File: config.mk
export PLATFORM = sky130hd
export DESIGN_NAME = spi_frame_tx
export DESIGN_NICKNAME = d
export VERILOG_FILES = /design/src/rtl/spi_frame_tx.sv
export SDC_FILE = /design/constraint.sdc
export NUM_CORES = 2
export LEC_CHECK = 0
export CAP_MARGIN = 25
export CORE_MARGIN = 4
export CORE_UTILIZATION = 45
export DETAILED_ROUTE_END_ITERATION = 6
export PLACE_DENSITY = 0.69
export SYNTH_ARGS = -nofsm -noshare
export SYNTH_HDL_FRONTEND = slang
export SYNTH_SLANG_ARGS = --single-unit
export TNS_END_PERCENT = 50
File: constraint.sdc
create_clock -name clk -period 3.3 [get_ports clk]
set_input_delay 0.66 -clock clk [delete_from_list [all_inputs] [get_ports clk]]
set_output_delay 0.66 -clock clk [all_outputs]
set_load 0.02 [all_outputs]
File: src/rtl/spi_frame_tx.sv
// SPI mode-0 slave transmitter: shifts a parallel status frame out on MISO, MSB first.
// SCLK and CS are oversampled in the clk domain.
module spi_frame_tx #(
   parameter int FRAME_BITS  = 408,
   parameter int SYNC_STAGES = 2
) (
   input  logic                  clk,
   input  logic                  rst,
   input  logic                  clk_en,
   input  logic [FRAME_BITS-1:0] data_in,
   input  logic                  LOAD,
   input  logic                  CS,
   input  logic                  SCLK,
   output logic                  MISO,
   output logic                  MISO_OE,
   output logic                  BUSY,
   output logic                  DONE,
   output logic                  ABORT
);

   localparam int CNT_W = $clog2(FRAME_BITS + 2);
   localparam int SET_W = $clog2(SYNC_STAGES + 2);
   localparam logic [CNT_W-1:0] CNT_FULL = CNT_W'(FRAME_BITS);
   localparam logic [CNT_W-1:0] CNT_SAT  = CNT_W'(FRAME_BITS + 1);
   localparam logic [SET_W-1:0] SETTLED  = SET_W'(SYNC_STAGES + 1);

   typedef enum logic [1:0] {
      WAIT_HIGH,
      IDLE,
      SHIFT
   } state_t;

   state_t                  state;
   logic [SYNC_STAGES-1:0]  sclk_sync_p0;
   logic [SYNC_STAGES-1:0]  cs_sync_p0;
   logic                    sclk_hist_p1;
   logic                    cs_hist_p1;
   logic [FRAME_BITS-1:0]   shadow;
   logic [FRAME_BITS-1:0]   shift_reg;
   logic [CNT_W-1:0]        bit_cnt;
   logic [SET_W-1:0]        settle_cnt;

   logic sclk_s;
   logic cs_s;
   logic sclk_rise;
   logic sclk_fall;
   logic cs_rise;
   logic cs_fall;

   // Synchroniser chains plus one history flop each for edge detection
   always_ff @(posedge clk) begin
      if (rst) begin
         sclk_sync_p0 <= '0;
         cs_sync_p0   <= '1;
         sclk_hist_p1 <= 1'b0;
         cs_hist_p1   <= 1'b1;
      end else if (clk_en) begin
         sclk_sync_p0 <= {sclk_sync_p0[SYNC_STAGES-2:0], SCLK};
         cs_sync_p0   <= {cs_sync_p0[SYNC_STAGES-2:0], CS};
         sclk_hist_p1 <= sclk_sync_p0[SYNC_STAGES-1];
         cs_hist_p1   <= cs_sync_p0[SYNC_STAGES-1];
      end
   end

   assign sclk_s    = sclk_sync_p0[SYNC_STAGES-1];
   assign cs_s      = cs_sync_p0[SYNC_STAGES-1];
   assign sclk_rise = sclk_s & ~sclk_hist_p1;
   assign sclk_fall = ~sclk_s & sclk_hist_p1;
   assign cs_rise   = cs_s & ~cs_hist_p1;
   assign cs_fall   = ~cs_s & cs_hist_p1;

   always_ff @(posedge clk) begin
      if (rst) begin
         shadow <= '0;
      end else if (clk_en && LOAD) begin
         shadow <= data_in;
      end
   end

   // Control FSM; settle_cnt keeps WAIT_HIGH until the synchronisers hold real pin values
   always_ff @(posedge clk) begin
      if (rst) begin
         state      <= WAIT_HIGH;
         shift_reg  <= '0;
         bit_cnt    <= '0;
         settle_cnt <= '0;
         MISO       <= 1'b0;
         DONE       <= 1'b0;
         ABORT      <= 1'b0;
      end else if (clk_en) begin
         DONE  <= 1'b0;
         ABORT <= 1'b0;
         case (state)
            WAIT_HIGH: begin
               if (settle_cnt != SETTLED) begin
                  settle_cnt <= settle_cnt + 1'b1;
               end else if (cs_s) begin
                  state <= IDLE;
               end
            end
            IDLE: begin
               if (cs_fall) begin
                  shift_reg <= shadow;
                  bit_cnt   <= '0;
                  MISO      <= shadow[FRAME_BITS-1];
                  state     <= SHIFT;
               end
            end
            SHIFT: begin
               // A CS rise takes priority over any SCLK edge in the same cycle
               if (cs_rise) begin
                  DONE  <= (bit_cnt == CNT_FULL);
                  ABORT <= (bit_cnt != CNT_FULL);
                  MISO  <= 1'b0;
                  state <= IDLE;
               end else if (sclk_rise) begin
                  if (bit_cnt != CNT_SAT) begin
                     bit_cnt <= bit_cnt + 1'b1;
                  end
               end else if (sclk_fall && (bit_cnt != '0)) begin
                  shift_reg <= {shift_reg[FRAME_BITS-2:0], 1'b0};
                  MISO      <= shift_reg[FRAME_BITS-2];
               end
            end
            default: begin
               state <= WAIT_HIGH;
            end
         endcase
      end
   end

   assign BUSY    = (state == SHIFT);
   assign MISO_OE = (state == SHIFT) && !cs_s;

endmodule

Yosys cells after proc, flatten, opt, wreduce, memory -nomap -nowiden
Cells that the tools add are included.
- register bits after elaboration: 837
- input bits: 414
- output and inout bits: 5
- word-level logic and storage cells: 75
- add/sub/neg operators: 2
- equal/unequal tests: 17
- muxes and demuxes: 24
- bitwise operators: 8
- reduce and logical (&&, ||, !) cells: 12
- operators with widths (cell ; number):
    407-bit two-way mux ; 4
    407-bit one-hot mux with 2 select lines ; 1
    9-bit two-way mux ; 4
    9-bit != test, second input constant ; 2
    9-bit one-hot mux with 2 select lines ; 1
    2-bit != test, second input constant ; 6
    6-bit AND reduction ; 2
    5-bit AND reduction ; 2
    9-bit by 1-bit adder with 9-bit output, second input constant ; 1
    9-bit == test, second input constant ; 1
    9-bit nonzero test ; 1
    1-bit two-way mux ; 8
    2-bit two-way mux ; 4
    2-bit by 1-bit != test with 1-bit output, second input constant ; 4
    2-bit one-hot mux with 3 select lines ; 1
    1-bit bitwise AND ; 4
    1-bit inverter ; 4
    1-bit logical AND ; 3
    3-bit by 1-bit != test with 1-bit output, second input constant ; 1
    3-bit by 2-bit != test with 1-bit output, second input constant ; 1
    3-bit AND reduction ; 1
    2-bit by 1-bit adder with 2-bit output, second input constant ; 1
    2-bit by 1-bit == test with 1-bit output, second input constant ; 1
    2-bit == test, second input constant ; 1
    4 further kinds ; 4

Logic depth before layout (Yosys ltp)
- depth after elaboration: 7
- depth in mapped cells: 9
- gate-level depth less buffers: 6

Worst setup path before layout
OpenSTA, ideal clock, no wires.
- kind: reg2out
- from: register state[0]
- to: output port MISO_OE
- data arrival time: 2.070 ns
- required time: 2.640 ns
- path slack: 0.570 ns
- stages on the path, launching flop included: 8
- buffers on the path: 4
- cells stage by stage: dfxtp_1 inv_1 ha_1 buf_2 buf_2 clkbuf_1 buf_1 nor2b_1
- longest elaborated chain between the ends: 2
- RTL lines (item ; line ; text):
    start: declaration ; 33 ; state_t state;
    start signal: assignment ; 83 ; state <= WAIT_HIGH;
    start signal: assignment ; 98 ; state <= IDLE;
    start signal: assignment ; 106 ; state <= SHIFT;
    2-bit == test ; -- ;
    named net BUSY ; 16 ; output logic BUSY,
    1-bit logical AND ; 133 ; assign MISO_OE = (state == SHIFT) && !cs_s;
    end: declaration ; 15 ; output logic MISO_OE,
The timed path passes the listed nets, and every way through them passes these cells.

Final worst setup path
- from: register state[0]
- to: output port BUSY
- longest elaborated chain between the ends: 1
- RTL lines (item ; line ; text):
    2-bit == test ; 132 ; assign BUSY = (state == SHIFT);
    end: declaration ; 16 ;
No other way between the ends.

==> flow_summary.toml <==
[yosys]
netlist_top_cells_count = "dfxtp_1, nand2_1, a211oi_1"
synth_area_per_cell_um2 = 8.667
synth_nets = 4648
synth_top_area_share = 0.4575
synth_cell_type_count = 44
synth_area_mm2 = 0.03663
ys_seq_elements = 837
synth_most_common_cell = "dfxtp_1"
yosys_warnings = 0
synth_top_flop_cell = "dfxtp_1"
synth_area_leaders = "dfxtp_1, a211oi_1, mux2_2, nand2_1, a21oi_1"
synthCells = 4226
ys_seq_area_frac = 0.4575
yosysTopAreaCell = "dfxtp_1"
ys_async_sr_fraction = 0
synth-edff-count = 0

[global_routing]
antenna_found_initial = 0
grt_pass1_wl_um = 145100
busiest_layer = "met2"
track_usage = 0.1983
grt_use_met3 = 0.02872
grt_pass1_vias = 28420
grt_start_max_net_pins = 228
globalRouteMet1Util = 0.2726
grt_overflow_total = 0
grt_util_met2 = 0.3233

[detailed_routing]
routed_wl_um = 89970
drc = 0
ant_nets = 0
viasPerCell = 5.353
drtIter0Drc = 1753
drt-pass1-iter-count = 5
vias = 29512
post_drt_wl_per_cell_um = 16.32

[timing]
rsz0062_at_grt = "no"
maxSlewViolCount = 0
finalCritPeriodShare = 0.9311
period_needed_ns = 3.073
fin_tns_setup_ns = 0
setup_viol = 0
finalHoldViolCount = 0
whs_ns = 0.4491
fmax_mhz = 325.5
worst_pin_slew_ns = 1.084
relSlewSlack = 0.2772
finClkSkew_ns = 0.02665

[setup_path]
startpoint = "state[0]$_SDFFE_PP0P_"
timing.rr.start = "state[0]$_SDFFE_PP0P_"
cp_cell_sequence = "inv_1, ha_4, buf_6, clkdlybuf4s50_1"
worstPathRequired_ns = 2.64
r2r_end = "shift_reg[162]$_SDFFE_PP0P_"
crit_type = "reg -> out"
crit_arrival_ns = 2.41
critPathMaxFanout = 42
worst_setup_path_end_kind = "output port"
max_stage_delay_ns = 0.68
reg2reg_depth = 8
slowest_stage = "clkdlybuf4s50_1"
worst-r2r-setup-slack_ns = 0.52
critPathLaunchType = "register"

[pwr]
power_frac_seq = 0.475
comb_power_share = 0.077
p_sw_uw = 5122
power_leakage_uw = 0.01558
p_sw_frac = 0.2282
irDropWorstVdd_mv = 0.4484
p_int_uw = 17320
p_clk_frac = 0.448
powerDensity_mw_per_mm2 = 505.9

[clocking]
root_buffer = "clkbuf_16"
cts_tree = "done"
cts_resized = 0
cts_setup_buffers = 0
cts.clk_slew.worst_paths_ns = 0.06
hold_buffers = 0
worstSkewPairLatency_ns = 0.62
htreeDepth = 3
clk_path_buf_depth = 3
cts_sinks = 837
numCtsBuffers = 89

[hold_path]
worstHoldEndpoint = "shadow[384]$_SDFFE_PP0P_"
hold_class = "reg -> reg"
min_from = "shadow[384]$_SDFFE_PP0P_"
min_path_cells = 2

[place]
place.gp.congestion = 0.7530
port_buffers = 418
dp.cells = 5357
hpwl_um = 54720

[floorplan]
die_w_um = 293.3
pin_count = 419
die_h_um = 293.3
start_util = 0.4547
core_area_mm2 = 0.08055
row_count = 104
die_area_mm2 = 0.08602

[finish]
largest_reg_flops = 408
final_cells = 5513
diodes = 0
area_growth_syn_to_layout_pct = 21.12
drive_gt1_frac = 0.1401
nNetsFinal = 4810

[flow_run]
drv_cap = 0

[outcome]
status = "finished clean"
## worst max-delay path: cells and delay by family (launching register included)
kind / cells / cell delay, ns
flip-flops: 1 / 0.33
buffers and inverters: 3 / 1.15
adder cells (fa/ha/maj): 1 / 0.27
## metrics by stage
step / cell area, µm² / worst slack (ns) / power [µW] / utilization
floorplan: 36630 / 0.5701 / 11760 / -
global placement: 41410 / 0.3437 / 12570 / 0.5141
detailed placement: 41410 / 0.2874 / 12600 / 0.5141
CTS: 44360 / 0.04392 / 22710 / 0.5507
global route: 44360 / 0.1125 / 23310 / 0.5507
finish: 44360 / 0.2274 / 22440 / 0.5507
## worst max path at each step
stage | slack, ns | to | depth (start not counted)
finish | 0.23 | BUSY | 4
global route | 0.11 | BUSY | 4
CTS | 0.04 | BUSY | 4
detailed placement | 0.29 | shift_reg[162]$_SDFFE_PP0P_ | 7
global placement | 0.34 | shift_reg[175]$_SDFFE_PP0P_ | 7
floorplan | 0.57 | MISO_OE | 7
## layout by cell type, fill, tap and decap left out, types with 15 or more instances in the layout
master / Yosys / final
clkdlybuf4s50_1: 0 / 417
nand2_1: 824 / 823
inv_1: 413 / 413
a21oi_1: 413 / 413
dfxtp_1: 837 / 837
clkinv_2: 0 / 15
clkbuf_1: 311 / 18
clkbuf_8: 0 / 15
mux2_2: 406 / 406
a211oi_1: 814 / 814
clkbuf_16: 0 / 89
buf_12: 0 / 33
buf_4: 0 / 32
## final cells by class
cell class / instances / area (µm²)
Fill cell: 7289 / 36190
Tap cell: 1060 / 1326
Clock inverter: 34 / 444.2
Sequential cell: 837 / 16760
Timing Repair Buffer: 484 / 5101
Multi-Input combinational cell: 2563 / 16680
Inverter: 413 / 1550
Clock buffer: 122 / 2501
## kinds of logic after synthesis
logic type | synth area share
AO/OA/AOI/OAI | 0.2295
XOR/XNOR | 0.0002392
AND/OR/NAND/NOR | 0.09439
buffers and inverters | 0.08831
multiplexers | 0.1273
flip-flops | 0.4575
adder cells (fa/ha/maj) | 0.002733
## power by group through the flow
stage | sequential (µW) | clock [µW] | combinational, µW
2_1_floorplan | 10800 | 0 | 960
6_report | 10700 | 10100 | 1720
3_5_place_dp | 10900 | 0 | 1730
5_1_grt | 10700 | 10700 | 1900
3_3_place_gp | 10900 | 0 | 1700
4_1_cts | 10700 | 10300 | 1740
## metal layers
metal,routed length (µm),vias to the layer above
met5,0,-
met4,2484,0
met3,3579,152
met2,41530,510
met1,42380,13904
li1,-,14946
(Power assumes the default switching activity.)
